<file path="config.mk">
export PLATFORM = sky130hd
export DESIGN_NAME = joybus_rx_multi
export DESIGN_NICKNAME = d
export VERILOG_FILES = /design/src/rtl/joybus_pkg.sv /design/src/rtl/joybus_line_filter.sv /design/src/rtl/joybus_rx_multi.sv
export SDC_FILE = /design/constraint.sdc
export NUM_CORES = 1
export LEC_CHECK = 0
export BUFFER_PORTS_ARGS = -buffer_cell sky130_fd_sc_hd__buf_2
export CORE_UTILIZATION = 60
export DETAILED_ROUTE_END_ITERATION = 8
export PLACE_DENSITY = 0.94
export SYNTH_ARGS = -nofsm -noshare
export SYNTH_HDL_FRONTEND = slang
export SYNTH_SLANG_ARGS = --single-unit
</file>
<file path="constraint.sdc">
create_clock -name clk -period 4.98 [get_ports clk]
set_clock_uncertainty 0.1 [all_clocks]
set_input_delay 0.498 -clock clk [delete_from_list [all_inputs] [get_ports clk]]
set_output_delay 0.498 -clock clk [all_outputs]
set_load 0.03 [all_outputs]
</file>
<file path="src/rtl/joybus_pkg.sv">
// Shared JOYBUS definitions: receiver state encoding, error codes and
// bit-period helper. Also used by the transmit side.
package joybus_pkg;

  typedef enum logic [2:0] {
    RX_IDLE,
    RX_WAIT_LOW,
    RX_CNT_LOW,
    RX_CNT_HIGH,
    RX_SHIFT,
    RX_STOP_LOW,
    RX_DONE
  } rx_state_t;

  typedef enum logic [1:0] {
    JB_ERR_OK      = 2'b00,
    JB_ERR_DATA_TO = 2'b01,
    JB_ERR_STOP_TO = 2'b10
  } rx_err_t;

  // Nominal JOYBUS bit period is 4 us.
  function automatic int bit_cyc(input int clk_per_us);
    return 4 * clk_per_us;
  endfunction

endpackage

</file>
<file path="src/rtl/joybus_line_filter.sv">
// Pad-side conditioning for the JOYBUS line: two-flop synchroniser followed
// by a glitch filter that only accepts a new level after it has been stable
// for GLITCH_CYC cycles. Total latency is 2+GLITCH_CYC cycles.
module joybus_line_filter #(
  parameter int GLITCH_CYC = 2
) (
  input  logic clk,
  input  logic rst_n,
  input  logic din,
  output logic line
);

  localparam int GW = (GLITCH_CYC < 2) ? 1 : $clog2(GLITCH_CYC + 1);

  logic          sync_q1;
  logic          sync_q2;
  logic [GW-1:0] hold_cnt;

  // Synchroniser; resets to the idle-high line level.
  always_ff @(posedge clk or negedge rst_n) begin
    if (!rst_n) begin
      sync_q1 <= 1'b1;
      sync_q2 <= 1'b1;
    end else begin
      // NOTE: non-blocking assignments let each flop sample the previous
      // stage's old value, which is what makes this a two-stage chain.
      sync_q1 <= din;
      sync_q2 <= sync_q1;
    end
  end

  // Glitch filter: count consecutive cycles of disagreement, adopt the new
  // level once it has persisted long enough; any return to agreement restarts.
  always_ff @(posedge clk or negedge rst_n) begin
    if (!rst_n) begin
      line     <= 1'b1;
      hold_cnt <= '0;
    end else if (sync_q2 == line) begin
      hold_cnt <= '0;
    end else if (hold_cnt == GW'(GLITCH_CYC - 1)) begin
      line     <= sync_q2;
      hold_cnt <= '0;
    end else begin
      hold_cnt <= hold_cnt + 1'b1;
    end
  end

endmodule

</file>
<file path="src/rtl/joybus_rx_multi.sv">
// JOYBUS receive engine: measures the low and high phase of every data bit on
// the filtered line, votes each bit by duty (longer high = 1, tie = 0),
// checks the controller stop bit and reports status and received-bit count.
module joybus_rx_multi
  import joybus_pkg::*;
#(
  parameter int CLK_PER_US = 25,
  parameter int MAX_BITS   = 64,
  parameter int GLITCH_CYC = 2,
  parameter int TO_BITS    = 2
) (
  input  logic                          clk,
  input  logic                          rst_n,
  input  logic                          jb_rx,
  input  logic                          rx_start,
  input  logic                          rx_abort,
  input  logic [$clog2(MAX_BITS+1)-1:0] rx_len,
  output logic                          rx_busy,
  output logic                          rx_done,
  output logic [1:0]                    rx_err,
  output logic [$clog2(MAX_BITS+1)-1:0] rx_bits,
  output logic [MAX_BITS-1:0]           rx_data
);

  localparam int BIT_CYC = bit_cyc(CLK_PER_US);
  localparam int TO_CYC  = TO_BITS * BIT_CYC;
  localparam int CW      = $clog2(TO_CYC + 1);
  localparam int LW      = $clog2(MAX_BITS + 1);

  rx_state_t     state, state_nxt;
  logic          line;
  logic [CW-1:0] cyc;
  logic [CW-1:0] low_cnt;
  logic [CW-1:0] high_cnt;
  logic [LW-1:0] len_q;

  logic          cyc_clr, cyc_ld1, ld_low, ld_high, do_shift, do_start, set_err;
  rx_err_t       err_val;
  logic          cyc_at_to;
  logic          last_bit;

  joybus_line_filter #(
    .GLITCH_CYC(GLITCH_CYC)
  ) u_filter (
    .clk  (clk),
    .rst_n(rst_n),
    .din  (jb_rx),
    .line (line)
  );

  assign cyc_at_to = (cyc == CW'(TO_CYC));
  assign last_bit  = ((rx_bits + LW'(1)) == len_q);
  assign rx_busy   = (state != RX_IDLE);
  assign rx_done   = (state == RX_DONE);

  // State register.
  always_ff @(posedge clk or negedge rst_n) begin
    if (!rst_n) state <= RX_IDLE;
    else        state <= state_nxt;
  end

  // Next-state and datapath control. Abort beats start, start beats every
  // state transition. Timeout is checked before the line so that a phase
  // lasting TO_CYC cycles is always reported as a timeout.
  always_comb begin
    // NOTE: every output of this block gets a default here; a path that
    // leaves one unassigned would infer a latch.
    state_nxt = state;
    cyc_clr   = 1'b0;
    cyc_ld1   = 1'b0;
    ld_low    = 1'b0;
    ld_high   = 1'b0;
    do_shift  = 1'b0;
    do_start  = 1'b0;
    set_err   = 1'b0;
    err_val   = JB_ERR_OK;
    if (rx_abort) begin
      state_nxt = RX_IDLE;
    end else if (rx_start) begin
      do_start  = 1'b1;
      cyc_clr   = 1'b1;
      state_nxt = (rx_len == '0) ? RX_DONE : RX_WAIT_LOW;
    end else begin
      unique case (state)
        RX_IDLE: ;
        RX_WAIT_LOW, RX_CNT_LOW, RX_CNT_HIGH: begin
          if (cyc_at_to) begin
            state_nxt = RX_DONE;
            set_err   = 1'b1;
            err_val   = JB_ERR_DATA_TO;
          end else if (state == RX_WAIT_LOW && !line) begin
            state_nxt = RX_CNT_LOW;
            cyc_ld1   = 1'b1;
          end else if (state == RX_CNT_LOW && line) begin
            state_nxt = RX_CNT_HIGH;
            ld_low    = 1'b1;
            cyc_ld1   = 1'b1;
          end else if (state == RX_CNT_HIGH && !line) begin
            // The falling edge already belongs to the next low phase; the
            // counter restarts at 1 and keeps running through SHIFT.
            state_nxt = RX_SHIFT;
            ld_high   = 1'b1;
            cyc_ld1   = 1'b1;
          end
        end
        RX_SHIFT: begin
          do_shift  = 1'b1;
          state_nxt = last_bit ? RX_STOP_LOW : RX_CNT_LOW;
        end
        RX_STOP_LOW: begin
          if (cyc_at_to) begin
            state_nxt = RX_DONE;
            set_err   = 1'b1;
            err_val   = JB_ERR_STOP_TO;
          end else if (line) begin
            state_nxt = RX_DONE;
          end
        end
        RX_DONE: state_nxt = RX_IDLE;
        default: state_nxt = RX_IDLE;
      endcase
    end
  end

  // Phase counter, captured phase lengths, shift register and status.
  always_ff @(posedge clk or negedge rst_n) begin
    if (!rst_n) begin
      cyc      <= '0;
      low_cnt  <= '0;
      high_cnt <= '0;
      len_q    <= '0;
      rx_bits  <= '0;
      rx_data  <= '0;
      rx_err   <= JB_ERR_OK;
    end else begin
      if (cyc_clr)             cyc <= '0;
      else if (cyc_ld1)        cyc <= CW'(1);
      else if (!cyc_at_to)     cyc <= cyc + 1'b1;

      if (ld_low)  low_cnt  <= cyc;
      if (ld_high) high_cnt <= cyc;

      if (do_start) begin
        len_q   <= rx_len;
        rx_data <= '0;
        rx_bits <= '0;
        rx_err  <= JB_ERR_OK;
      end
      if (do_shift) begin
        rx_data <= {rx_data[MAX_BITS-2:0], (high_cnt > low_cnt)};
        rx_bits <= rx_bits + 1'b1;
      end
      if (set_err) rx_err <= err_val;
    end
  end

endmodule

</file>
# ---- Word-level counts from Yosys, hierarchy flattened
# Cells that the tools add are included.
dict set report op_classes {
  add_sub_neg 3
  order_cmp 1
  n_eq_ne 14
  mux 55
  bitwise_logic 1
  reduce_logical 13
}
# cell n
set ops {}
lappend ops {{$mux W64} 2}
lappend ops {{$mux W3} 10}
lappend ops {{$mux W1} 29}
lappend ops {{$mux W8} 3}
lappend ops {{$mux W2} 7}
lappend ops {{$mux W7} 2}
lappend ops {{$pmux W3 S4} 1}
lappend ops {{$eq A3 B3 Y1 const B} 3}
lappend ops {{$add A8 B1 Y8 const B} 1}
lappend ops {{$eq A8 B8 Y1 const B} 1}
lappend ops {{$gt A8 B8 Y1} 1}
lappend ops {{$add A7 B1 Y7 const B} 1}
lappend ops {{$eq A7 B7 Y1} 1}
lappend ops {{$logic_not A7 Y1} 1}
lappend ops {{$ne A7 B7 Y1 const B} 1}
lappend ops {{$eq A3 B2 Y1 const B} 2}
lappend ops {{$ne A3 B3 Y1 const B} 2}
lappend ops {{$ne A5 B4 Y1 const B} 1}
lappend ops {{$pmux W2 S2} 1}
lappend ops {{$reduce_bool A2 Y1} 2}
lappend ops {{$reduce_or A4 Y1} 1}
lappend ops {{$eq A3 B1 Y1 const B} 1}
lappend ops {{$logic_and A1 B1 Y1} 3}
lappend ops {{$logic_not A3 Y1} 1}
lappend ops {{other kinds (9)} 9}
dict set report totals {
  reg_bits 112
  output_inout_bits 75
  elab_cells 99
}

# ---- Longest topological paths before layout
# Gate-level depths: netlist of the first run.
dict set report logic_depth {
  ltp_word 11
  mapped_depth 9
  depth_no_buf 7
}

# ---- By module
# Synthesis of the first run repeated with hierarchy kept, for this count alone.
dict set report hier_totals {
  hier_cells 557
  hier_area_um2 5211.2
}
# mod instances cells_each area_per_inst_um2 seq_area_each_um2
set modules_own_cells {}
lappend modules_own_cells {joybus_rx_multi 1 547 5033.6 2677.6}
lappend modules_own_cells {joybus_line_filter 1 10 177.7 128.9}

# ---- Worst setup path before layout of the first run
# Ideal clock, no wire load.
dict set report synth_path {
  kind {flip-flop to flip-flop}
  startpoint {register cyc[0]}
  endpoint {register high_cnt[1]}
  setup_time_ps 125
  arrival_ps 2059
  setup_slack_ps 2696
  stages_incl_launch_ff 9
  n_path_buf 2
  path_cell_list {dfrtp_1 > inv_1 > ha_1 > and3b_1 > buf_2 > and2_1 > buf_2 > nor4_4 > mux2_2}
}
dict set report synth_via {
  elab_chain_len 5
}
# item line_no
set synth_lines {}
lappend synth_lines {{start, declared} joybus_rx_multi.sv:32} ;# logic [CW-1:0] cyc;
lappend synth_lines {{start signal, assigned} joybus_rx_multi.sv:138} ;# else if (!cyc_at_to) cyc <= cyc + 1'b1;
lappend synth_lines {{$eq A8 B8 Y1} joybus_rx_multi.sv:51} ;# assign cyc_at_to = (cyc == CW'(TO_CYC));
lappend synth_lines {{$mux W1} joybus_rx_multi.sv:87} ;# if (cyc_at_to) begin
lappend synth_lines {{$mux W1} joybus_rx_multi.sv:84} ;# unique case (state)
lappend synth_lines {{$mux W1} joybus_rx_multi.sv:79} ;# end else if (rx_start) begin
lappend synth_lines {{$mux W1} joybus_rx_multi.sv:77} ;# if (rx_abort) begin
lappend synth_lines {{end signal, assigned} joybus_rx_multi.sv:141} ;# if (ld_high) high_cnt <= cyc;
lappend synth_lines {{end, declared} joybus_rx_multi.sv:34} ;# logic [CW-1:0] high_cnt;
# No other way between the ends.
# A chain may end at the register's enable or synchronous reset.

# ---- Worst setup path after layout of the first run
dict set report layout_path {
  startpoint {register state[1]}
  endpoint {register rx_bits[5]}
}
dict set report layout_via {
  elab_chain_len 5
  elab_cells_between_ends 6
  cone_classes {1 x eq/ne; 4 x mux; 1 x reduce/logical}
}
# item line_no
set layout_lines {}
lappend layout_lines {{start, declared} joybus_rx_multi.sv:30} ;# rx_state_t state, state_nxt;
lappend layout_lines {{start signal, assigned} joybus_rx_multi.sv:59} ;# else state <= state_nxt;
lappend layout_lines {{$eq A3 B3 Y1 *} joybus_rx_multi.sv:84}
lappend layout_lines {{$mux W1 *} joybus_rx_multi.sv:84}
lappend layout_lines {{$mux W1 *} joybus_rx_multi.sv:79}
lappend layout_lines {{$mux W1 *} joybus_rx_multi.sv:77}
lappend layout_lines {{$mux W7 / $reduce_bool A2 Y1 (equally long branches)} -}
lappend layout_lines {{end signal, assigned} joybus_rx_multi.sv:151} ;# rx_bits <= rx_bits + 1'b1;
lappend layout_lines {{end, declared} joybus_rx_multi.sv:21} ;# output logic [$clog2(MAX_BITS+1)-1:0] rx_bits,
# Every way passes the cells marked *; elsewhere a longest branch is shown, timed or not.

==> results.sh, run 1 <==
export IMPL_yosysTopAreaCell="dfrtp_1"
export IMPL_cts_tree="built"
export IMPL_post_drt_wl_per_cell_um=15.0
export IMPL_cellLeakagePower_nw=3.18
export IMPL_fin_crit_sh_pct=58.3
export IMPL_fillers=606
export IMPL_clock_path_buffers=2
export IMPL_cts_max_level=3
export IMPL_start_util_pct=62.2
export IMPL_ys_seq_elements=112
export IMPL_drive_gt1_share_pct=21.2
export IMPL_setup_viol=0
export IMPL_port_buffer_count=86
export IMPL_slew_viol_final=0
export IMPL_antenna_cells=0
export IMPL_drt_iter0_markers=297
export IMPL_die_area_um2=8890
export IMPL_ir_drop_mv=0.166
export IMPL_final_area_um2=5780
export IMPL_drc=0
export IMPL_cp_end_kind="flop"
export IMPL_post_place_ws_ns=1.98
export IMPL_hold_path_class="in -> reg"
export IMPL_cts_buffers=9
export IMPL_drv_cap=0
export IMPL_layout_setup_ws_ns=2.07
export IMPL_top_level_ports=87
export IMPL_grt_overflow=0
export IMPL_outcome="completed"
export IMPL_synth_top_area_share_pct=53.4
export IMPL_antenna_found_initial=0
export IMPL_maxSlewHeadroom_pct=32.9
export IMPL_clock_fmax_ghz=0.344
export IMPL_post_synth_inst_count=551
export IMPL_period_minus_slack_ns=2.91
export IMPL_clock_sinks=112
export IMPL_clk_root_buffer_cell="clkbuf_8"
export IMPL_synth_edf_count=0
export IMPL_cts_post_setup_buffers_inserted=0
export IMPL_area_sequential_um2=2810
export IMPL_cts_resized=0
export IMPL_startpoint_type="flop"
export IMPL_grt_max_degree=73
export IMPL_postRouteAntennaNets=0
export IMPL_num_vias=4142
export IMPL_arrival_ns=3.07
export IMPL_finalSetupTns_ns=0
export IMPL_crit_type="reg -> reg"
export IMPL_die_h_um=94.3
export IMPL_cp_max_fo=57
export IMPL_nNetsFinal=642
export IMPL_synth_most_common_cell="nand2_1"
export IMPL_yosysWarningCount=0
export IMPL_ys_top_cells_by_count="nand2_1 (171), dfrtp_1 (109), nand3_1 (70)"
export IMPL_grt_pass1_wl_um=18600
export IMPL_cts_hold_fix_buffers=0
export IMPL_place_hpwl_um=7330
export IMPL_syn_nets=574
export IMPL_worst_slew_pin_slew_ns=1.01
export IMPL_syn_avg_cell_area_um2=9.28
export IMPL_hold_violations=0
export IMPL_core_region_area_um2=8220
export IMPL_synth_flop_cell="dfrtp_1"
export IMPL_area_growth_pct=13.0
export IMPL_first_global_vias=3929
export IMPL_first_pass_iters=5
export IMPL_placed_area_um2=5580
export IMPL_rsz0062_at_grt="no"
export IMPL_vias_per_cell=5.68
export IMPL_track_usage_pct=26.8
export IMPL_synthArstFlopShare_pct=100
export IMPL_power_density_nw_per_um2=296
export IMPL_ys_types=47
export IMPL_clk_pin_slew_ns=0.11
export IMPL_place_gp_congestion=0.893
export IMPL_rows=33
export IMPL_multi_input_area_um2=2130
export IMPL_required_ns=5.15
export IMPL_clock_latency_ns=0.38
export IMPL_dieWidth_um=94.3
export IMPL_seq_area_frac_synth_pct=54.9
export IMPL_yosys_top_cells_area="dfrtp_1 (53%), nand2_1 (13%), nand3_1 (6.9%)"
export IMPL_wirelength_um=11000
export IMPL_syn_area_um2=5110
worst max-delay path, stage by stage (launching register included):
cell,delay [ns]
dfrtp_1,0.55
nor3b_1,0.58
and2_2,0.93
nor2_1,0.26
o21ai_0,0.24
o21ai_0,0.11
area by class of cell:
cell class / count / share of cell area (%)
well taps: 105 / 2.27
inverters: 13 / 0.845
clock inverters: 7 / 1.28
clock buffers: 9 / 2.14
repair buffers: 90 / 8.01
multi-input cells: 393 / 36.9
flip-flops and latches: 112 / 48.6
cell families after synthesis:
kind of cell	after synthesis	share of synthesized area (%)
multiplexers	13	2.86
XOR/XNOR	18	3.08
AND/OR/NAND/NOR	296	26.0
AO/OA/AOI/OAI	55	6.93
buffers and inverters	46	3.53
flip-flops	112	54.9
adder cells (fa/ha/maj)	11	2.69
state kept, by name (all words and copies together) (netlist names):
register           count
low_cnt                8
cyc                    8
u_filter.line          1
rx_err                 2
u_filter.sync_q2       1
rx_bits                7
high_cnt               8
len_q                  7
u_filter.hold_cnt      2
u_filter.sync_q1       1
state                  3
rx_data               64
where the power goes:
part / internal [mW] / switching, mW / leakage [nW]
Sequential: 0.946 / 0.0478 / 1.53
Combinational: 0.0728 / 0.108 / 1.55
Clock: 0.197 / 0.338 / 0.0942
cells in the final DEF, fill, tap and decap left out, drive strengths merged, types with 2 or more instances in the layout:
| cell type | instances |
|---|---|
| a21o | 2 |
| a21oi | 11 |
| a311oi | 2 |
| a31oi | 4 |
| a32o | 2 |
| and2 | 4 |
| and3 | 3 |
| buf | 90 |
| clkbuf | 9 |
| clkinv | 2 |
| clkinvlp | 2 |
| dfrtp | 109 |
| dfstp | 3 |
| ha | 11 |
| inv | 16 |
| mux2 | 13 |
| nand2 | 171 |
| nand2b | 3 |
| nand3 | 70 |
| nand3b | 2 |
| nand4 | 6 |
| nor2 | 15 |
| nor2b | 8 |
| nor3 | 3 |
| nor4 | 3 |
| o21a | 2 |
| o21ai | 19 |
| o31ai | 3 |
| o41ai | 2 |
| xnor2 | 14 |
| xor2 | 4 |
metrics by stage:
stage	total power, mW	util, %	hold WS [ns]	std cells
2_1_floorplan	1.13	-	0.102	551
4_1_cts	1.72	70.3	0.0942	729
3_5_place_dp	1.19	67.9	0.254	713
6_report	1.71	70.3	0.0995	729
5_1_grt	1.79	70.3	0.0957	729
3_3_place_gp	1.18	67.9	0.246	713
path summary, 6_finish.rpt:
path	start	end	slack, ns	cells after the start
max	state[1]	rx_bits[5]	2.07	5
min in group asynchronous	rst_n	rx_data[45]	0.11	1
max in group asynchronous	rst_n	high_cnt[1]	3.56	2
min reg2reg	u_filter.sync_q1	u_filter.sync_q2	0.28	0
min	jb_rx	u_filter.sync_q1	0.1	1
max reg2reg	state[1]	rx_bits[5]	2.07	5
layer usage:
metal  global-route usage [%]  routed length [um]
met3                     4.29                 628
met1                     37.1                4850
met5                        0                   0
met4                     10.4                 241
met2                     42.3                5240
(Power assumes the default switching activity.)
==> inputs of run 2 (changes only) <==
- CORE_UTILIZATION: 60 -> 51
- PLACE_DENSITY: 0.94 -> 0.86
- clock period: 4.98 -> 2.5 ns (I/O delays scaled with it)
==> results.sh, run 2 (same netlist as run 1, synthesis figures left out) <==
export IMPL_port_buffer_count=86
export IMPL_p_comb_share_pct=11.3
export IMPL_multi_input_area_um2=2130
export IMPL_pwr_share_seq_pct=57.0
export IMPL_power_density_nw_per_um2=579
export IMPL_vias_per_cell=5.50
export IMPL_clock_latency_ns=0.37
export IMPL_wirelength_um=11300
export IMPL_crit_type="reg -> reg"
export IMPL_cts_tree="built"
export IMPL_final_cell_mix="nand2_1 (170), dfrtp_1 (109), buf_2 (85)"
export IMPL_cp_slowest_cell="dfrtp_1"
export IMPL_rsz0062_at_grt="no"
export IMPL_reg2reg_depth=7
export IMPL_clock_path_buffers=2
export IMPL_postRouteAntennaNets=0
export IMPL_power_switching_uw=951
export IMPL_top_register="rx_data"
export IMPL_maxSlewHeadroom_pct=60.0
export IMPL_intPower_mw=2.52
export IMPL_place_hpwl_um=7660
export IMPL_antenna_found_initial=0
export IMPL_layout_commonest_cell="nand2_1"
export IMPL_fin_hold_ws_ns=0.0169
export IMPL_worst_slew_pin_slew_ns=0.600
export IMPL_reg2reg_to="high_cnt[7]"
export IMPL_r2r_start="cyc[0]"
export IMPL_crit_chain="inv_1, ha_1, and3b_1, and2_1, nor4_4, buf_4, mux2_2"
export IMPL_crit_buf_inv=2
export IMPL_cp_top_family="simple AND/OR/NAND/NOR gates"
export IMPL_first_pass_iters=5
export IMPL_hold_violations=0
export IMPL_first_global_vias=3714
export IMPL_post_drt_wl_per_cell_um=14.6
export IMPL_use_met1_pct=31.3
export IMPL_area_growth_pct=17.3
export IMPL_cts_resized=0
export IMPL_drc=0
export IMPL_place_gp_congestion=0.923
export IMPL_ir_drop_mv=0.344
export IMPL_drive_gt1_share_pct=22.1
export IMPL_die_h_um=102
export IMPL_rows=36
export IMPL_drt_iter0_markers=225
export IMPL_slew_viol_final=0
export IMPL_fin_crit_sh_pct=93.6
export IMPL_startpoint_type="flop"
export IMPL_p_clk_share_pct=31.7
export IMPL_finalPower_mw=3.47
export IMPL_clk_root_buffer_cell="clkbuf_8"
export IMPL_antenna_cells=0
export IMPL_use_met2_pct=33.8
export IMPL_period_minus_slack_ns=2.34
export IMPL_core_region_area_um2=9730
export IMPL_grt_max_degree=73
export IMPL_hold_path_end="len_q[1]"
export IMPL_busiest_layer="met2"
export IMPL_grt_pass1_wl_um=17900
export IMPL_track_usage_pct=22.1
export IMPL_area_sequential_um2=2810
export IMPL_outcome="completed"
export IMPL_fillers=794
export IMPL_die_area_um2=10400
export IMPL_setup_viol=0
export IMPL_r2r_setup_slack_ns=0.16
export IMPL_sw_frac_of_total_pct=27.4
export IMPL_clk_pin_slew_ns=0.10
export IMPL_nNetsFinal=657
export IMPL_required_ns=2.67
export IMPL_cts_post_setup_buffers_inserted=0
export IMPL_cellLeakagePower_nw=3.27
export IMPL_hold_path_class="in -> reg"
export IMPL_hold_depth=3
export IMPL_drv_cap=0
export IMPL_hp_start="rx_len[1]"
export IMPL_dieWidth_um=102
export IMPL_cp_max_fo=9
export IMPL_cts_buffers=9
export IMPL_top_level_ports=87
export IMPL_clock_sinks=112
export IMPL_finalSetupTns_ns=0
export IMPL_clock_fmax_ghz=0.427
export IMPL_gr_usage_met3_pct=2.46
export IMPL_grt_overflow=0
export IMPL_cts_max_level=3
export IMPL_cp_end_kind="flop"
export IMPL_arrival_ns=2.51
export IMPL_num_vias=4249
export IMPL_cpPeakStageDelay_ns=0.47
export IMPL_start_util_pct=52.5
export IMPL_largest_reg_flops=64
run 2: repair_timing:
action,in CTS,in global routing
setup endpoints to repair,0,0
hold endpoints to repair,46,0
hold buffers,6,0
run 2: worst register-to-register path, stage by stage (launching register included):
cell and delay (ns):
dfrtp_1 0.47, inv_1 0.09, ha_1 0.19, and3b_1 0.24, and2_1 0.28, nor4_4 0.29
buf_4 0.22, mux2_2 0.35
run 2: area by class of cell:
type	instances	share of cell area (%)
inverters	13	0.814
clock buffers	9	2.07
multi-input cells	393	35.5
clock inverters	7	1.31
repair buffers	105	10.7
flip-flops and latches	112	46.8
well taps	133	2.78
run 2: power groups by stage:
stage | Clock [mW] | Combinational (mW) | Sequential, mW
3_3_place_gp | 0 | 0.365 | 2.00
6_report | 1.10 | 0.393 | 1.98
5_1_grt | 1.18 | 0.435 | 1.99
3_5_place_dp | 0 | 0.380 | 2.01
2_1_floorplan | 0 | 0.287 | 1.97
4_1_cts | 1.13 | 0.391 | 1.98
run 2: worst max-delay path by stage:
stage	from	cells past startpoint	slack (ns)	to
floorplan	cyc[0]	8	0.22	high_cnt[1]
global placement	u_filter.line	5	0.31	cyc[6]
detailed placement	cyc[0]	7	0.23	high_cnt[1]
CTS	cyc[0]	7	0.21	high_cnt[1]
global route	u_filter.line	5	0.02	cyc[4]
finish	cyc[0]	7	0.16	high_cnt[7]
run 2: layer usage:
metal	vias up	wire (um)	part of all wire, %
met5	-	0	0
met4	0	297	2.6
met3	26	592	5.3
met2	149	5360	48
met1	2065	5000	44
li1	2009	-	-
run 2: through the flow:
step / instances / setup WS [ns] / utilization, % / instance area [um^2]
5_1_grt: 772 / 0.0211 / 61.6 / 6000
3_3_place_gp: 750 / 0.311 / 58.9 / 5730
3_5_place_dp: 750 / 0.229 / 58.9 / 5730
2_1_floorplan: 551 / 0.216 / - / 5110
6_report: 772 / 0.160 / 61.6 / 6000
4_1_cts: 772 / 0.209 / 61.6 / 6000
==> inputs of run 3 (changes only) <==
- CORE_MARGIN: unset -> 10
==> results.sh, run 3 (same netlist as run 1, synthesis figures left out) <==
export IMPL_outcome="completed"
export IMPL_crit_type="reg -> reg"
export IMPL_grt_overflow=0
export IMPL_post_drt_wl_per_cell_um=15.8
export IMPL_place_inst=752
export IMPL_clock_latency_ns=0.37
export IMPL_cp_slowest_cell="dfrtp_1"
export IMPL_antenna_cells=0
export IMPL_final_cell_mix="nand2_1 (170), dfrtp_1 (109), buf_2 (85)"
export IMPL_p_clk_share_pct=30.1
export IMPL_hold_violations=0
export IMPL_antenna_found_initial=0
export IMPL_top_register="rx_data"
export IMPL_ir_drop_mv=0.440
export IMPL_multi_input_area_um2=2130
export IMPL_drv_cap=0
export IMPL_start_util_pct=52.3
export IMPL_num_vias=4247
export IMPL_clock_sinks=112
export IMPL_top_level_ports=87
export IMPL_intPower_mw=2.45
export IMPL_vias_per_cell=5.49
export IMPL_hp_start="rx_len[4]"
export IMPL_period_minus_slack_ns=2.37
export IMPL_drive_gt1_share_pct=22.3
export IMPL_hold_path_end="len_q[4]"
export IMPL_pwr_share_seq_pct=58.5
export IMPL_largest_reg_flops=64
export IMPL_track_usage_pct=17.3
export IMPL_nNetsFinal=659
export IMPL_reg2reg_depth=7
export IMPL_clk_pin_slew_ns=0.11
export IMPL_grt_pass1_wl_um=20900
export IMPL_cpPeakStageDelay_ns=0.47
export IMPL_cts_buffers=9
export IMPL_die_area_um2=14400
export IMPL_area_growth_pct=16.8
export IMPL_required_ns=2.66
export IMPL_dieWidth_um=120
export IMPL_arrival_ns=2.53
export IMPL_final_cells=774
export IMPL_rows=36
export IMPL_drt_iter0_markers=465
export IMPL_maxSlewHeadroom_pct=67.0
export IMPL_postRouteAntennaNets=0
export IMPL_hold_depth=3
export IMPL_cp_top_family="simple AND/OR/NAND/NOR gates"
export IMPL_reg2reg_to="high_cnt[6]"
export IMPL_wirelength_um=12200
export IMPL_core_region_area_um2=9770
export IMPL_fillers=788
export IMPL_setup_viol=0
export IMPL_rsz0062_at_grt="no"
export IMPL_place_gp_congestion=0.884
export IMPL_first_global_vias=4176
export IMPL_cts_max_level=3
export IMPL_r2r_setup_slack_ns=0.13
export IMPL_cp_max_fo=9
export IMPL_place_hpwl_um=8750
export IMPL_r2r_start="cyc[0]"
export IMPL_crit_buf_inv=2
export IMPL_grt_max_degree=73
export IMPL_finalPower_mw=3.39
export IMPL_hold_path_class="in -> reg"
export IMPL_slew_viol_final=0
export IMPL_area_sequential_um2=2810
export IMPL_p_comb_share_pct=11.4
export IMPL_crit_chain="inv_1, ha_1, and3b_1, and2_1, nor4_4, buf_4, mux2_2"
export IMPL_clock_path_buffers=2
export IMPL_cellLeakagePower_nw=3.27
export IMPL_power_density_nw_per_um2=568
export IMPL_clk_root_buffer_cell="clkbuf_8"
export IMPL_layout_commonest_cell="nand2_1"
export IMPL_cp_end_kind="flop"
export IMPL_sw_frac_of_total_pct=27.9
export IMPL_startpoint_type="flop"
export IMPL_drc=0
export IMPL_finalSetupTns_ns=0
export IMPL_port_buffer_count=86
export IMPL_cts_tree="built"
export IMPL_worst_slew_pin_slew_ns=0.495
export IMPL_clock_fmax_ghz=0.422
export IMPL_first_pass_iters=5
export IMPL_fin_crit_sh_pct=94.9
export IMPL_power_switching_uw=946
export IMPL_die_h_um=120
-- run 3: changes by cell type in the layout (fill, tap and decap cells not counted), sizes merged --
| cell | change |
|---|---|
| buf | +2 |
| clkinv | +2 |
| bufinv | -1 |
| clkbuf | +1 |
| clkinvlp | -1 |
| inv | -1 |
-- run 3: worst min-delay path, stage by stage --
cell and delay (ns):
buf_2 0.10, nand2_1 0.05, nand2_1 0.05
-- run 3: worst max path at each step --
stage	endpoint	cells past startpoint	slack, ns	start
floorplan	high_cnt[1]	8	0.22	cyc[0]
global placement	cyc[6]	5	0.30	u_filter.line
detailed placement	cyc[6]	5	0.18	u_filter.line
CTS	cyc[6]	5	0.16	u_filter.line
global route	cyc[6]	5	0.02	u_filter.line
finish	high_cnt[6]	7	0.13	cyc[0]
-- run 3: what timing repair did --
action	4_1_cts	5_1_grt
hold endpoints to repair	40	0
gates resized for setup	0	0
endpoints found under the setup margin	0	0
setup buffers	0	0
hold buffers	6	0
-- run 3: layout make-up --
type / count / share of cell area (%)
clock buffer: 10 / 2.30
inverter: 13 / 0.817
timing repair buffer: 107 / 10.6
multi-input combinational: 393 / 35.7
clock inverter: 6 / 0.859
sequential: 112 / 47.0
tap: 133 / 2.79
-- run 3: power by group through the flow --
stage | sequential [mW] | combinational [mW] | clock, mW
floorplan | 1.97 | 0.287 | 0
global placement | 2.01 | 0.359 | 0
detailed placement | 2.02 | 0.373 | 0
CTS | 1.98 | 0.386 | 1.04
global route | 2.00 | 0.438 | 1.12
finish | 1.98 | 0.387 | 1.02
-- run 3: through the flow --
stage	hold WS, ns	util (%)	setup slack, ns	cell area, um^2
floorplan	-0.146	-	0.216	5110
global placement	0.140	58.6	0.302	5720
detailed placement	0.146	58.6	0.184	5720
CTS	0.00447	61.1	0.156	5970
global route	0.0196	61.1	0.0172	5970
finish	0.0155	61.1	0.128	5970
-- run 3: layer usage --
metal | GRT usage, % | wire length, um | vias to the layer above
met3 | 4.69 | 836 | 31
met2 | 27.5 | 5840 | 150
met1 | 22.1 | 5250 | 2050
met5 | 0 | 0 | -
met4 | 6.41 | 307 | 0
li1 | - | - | 2016
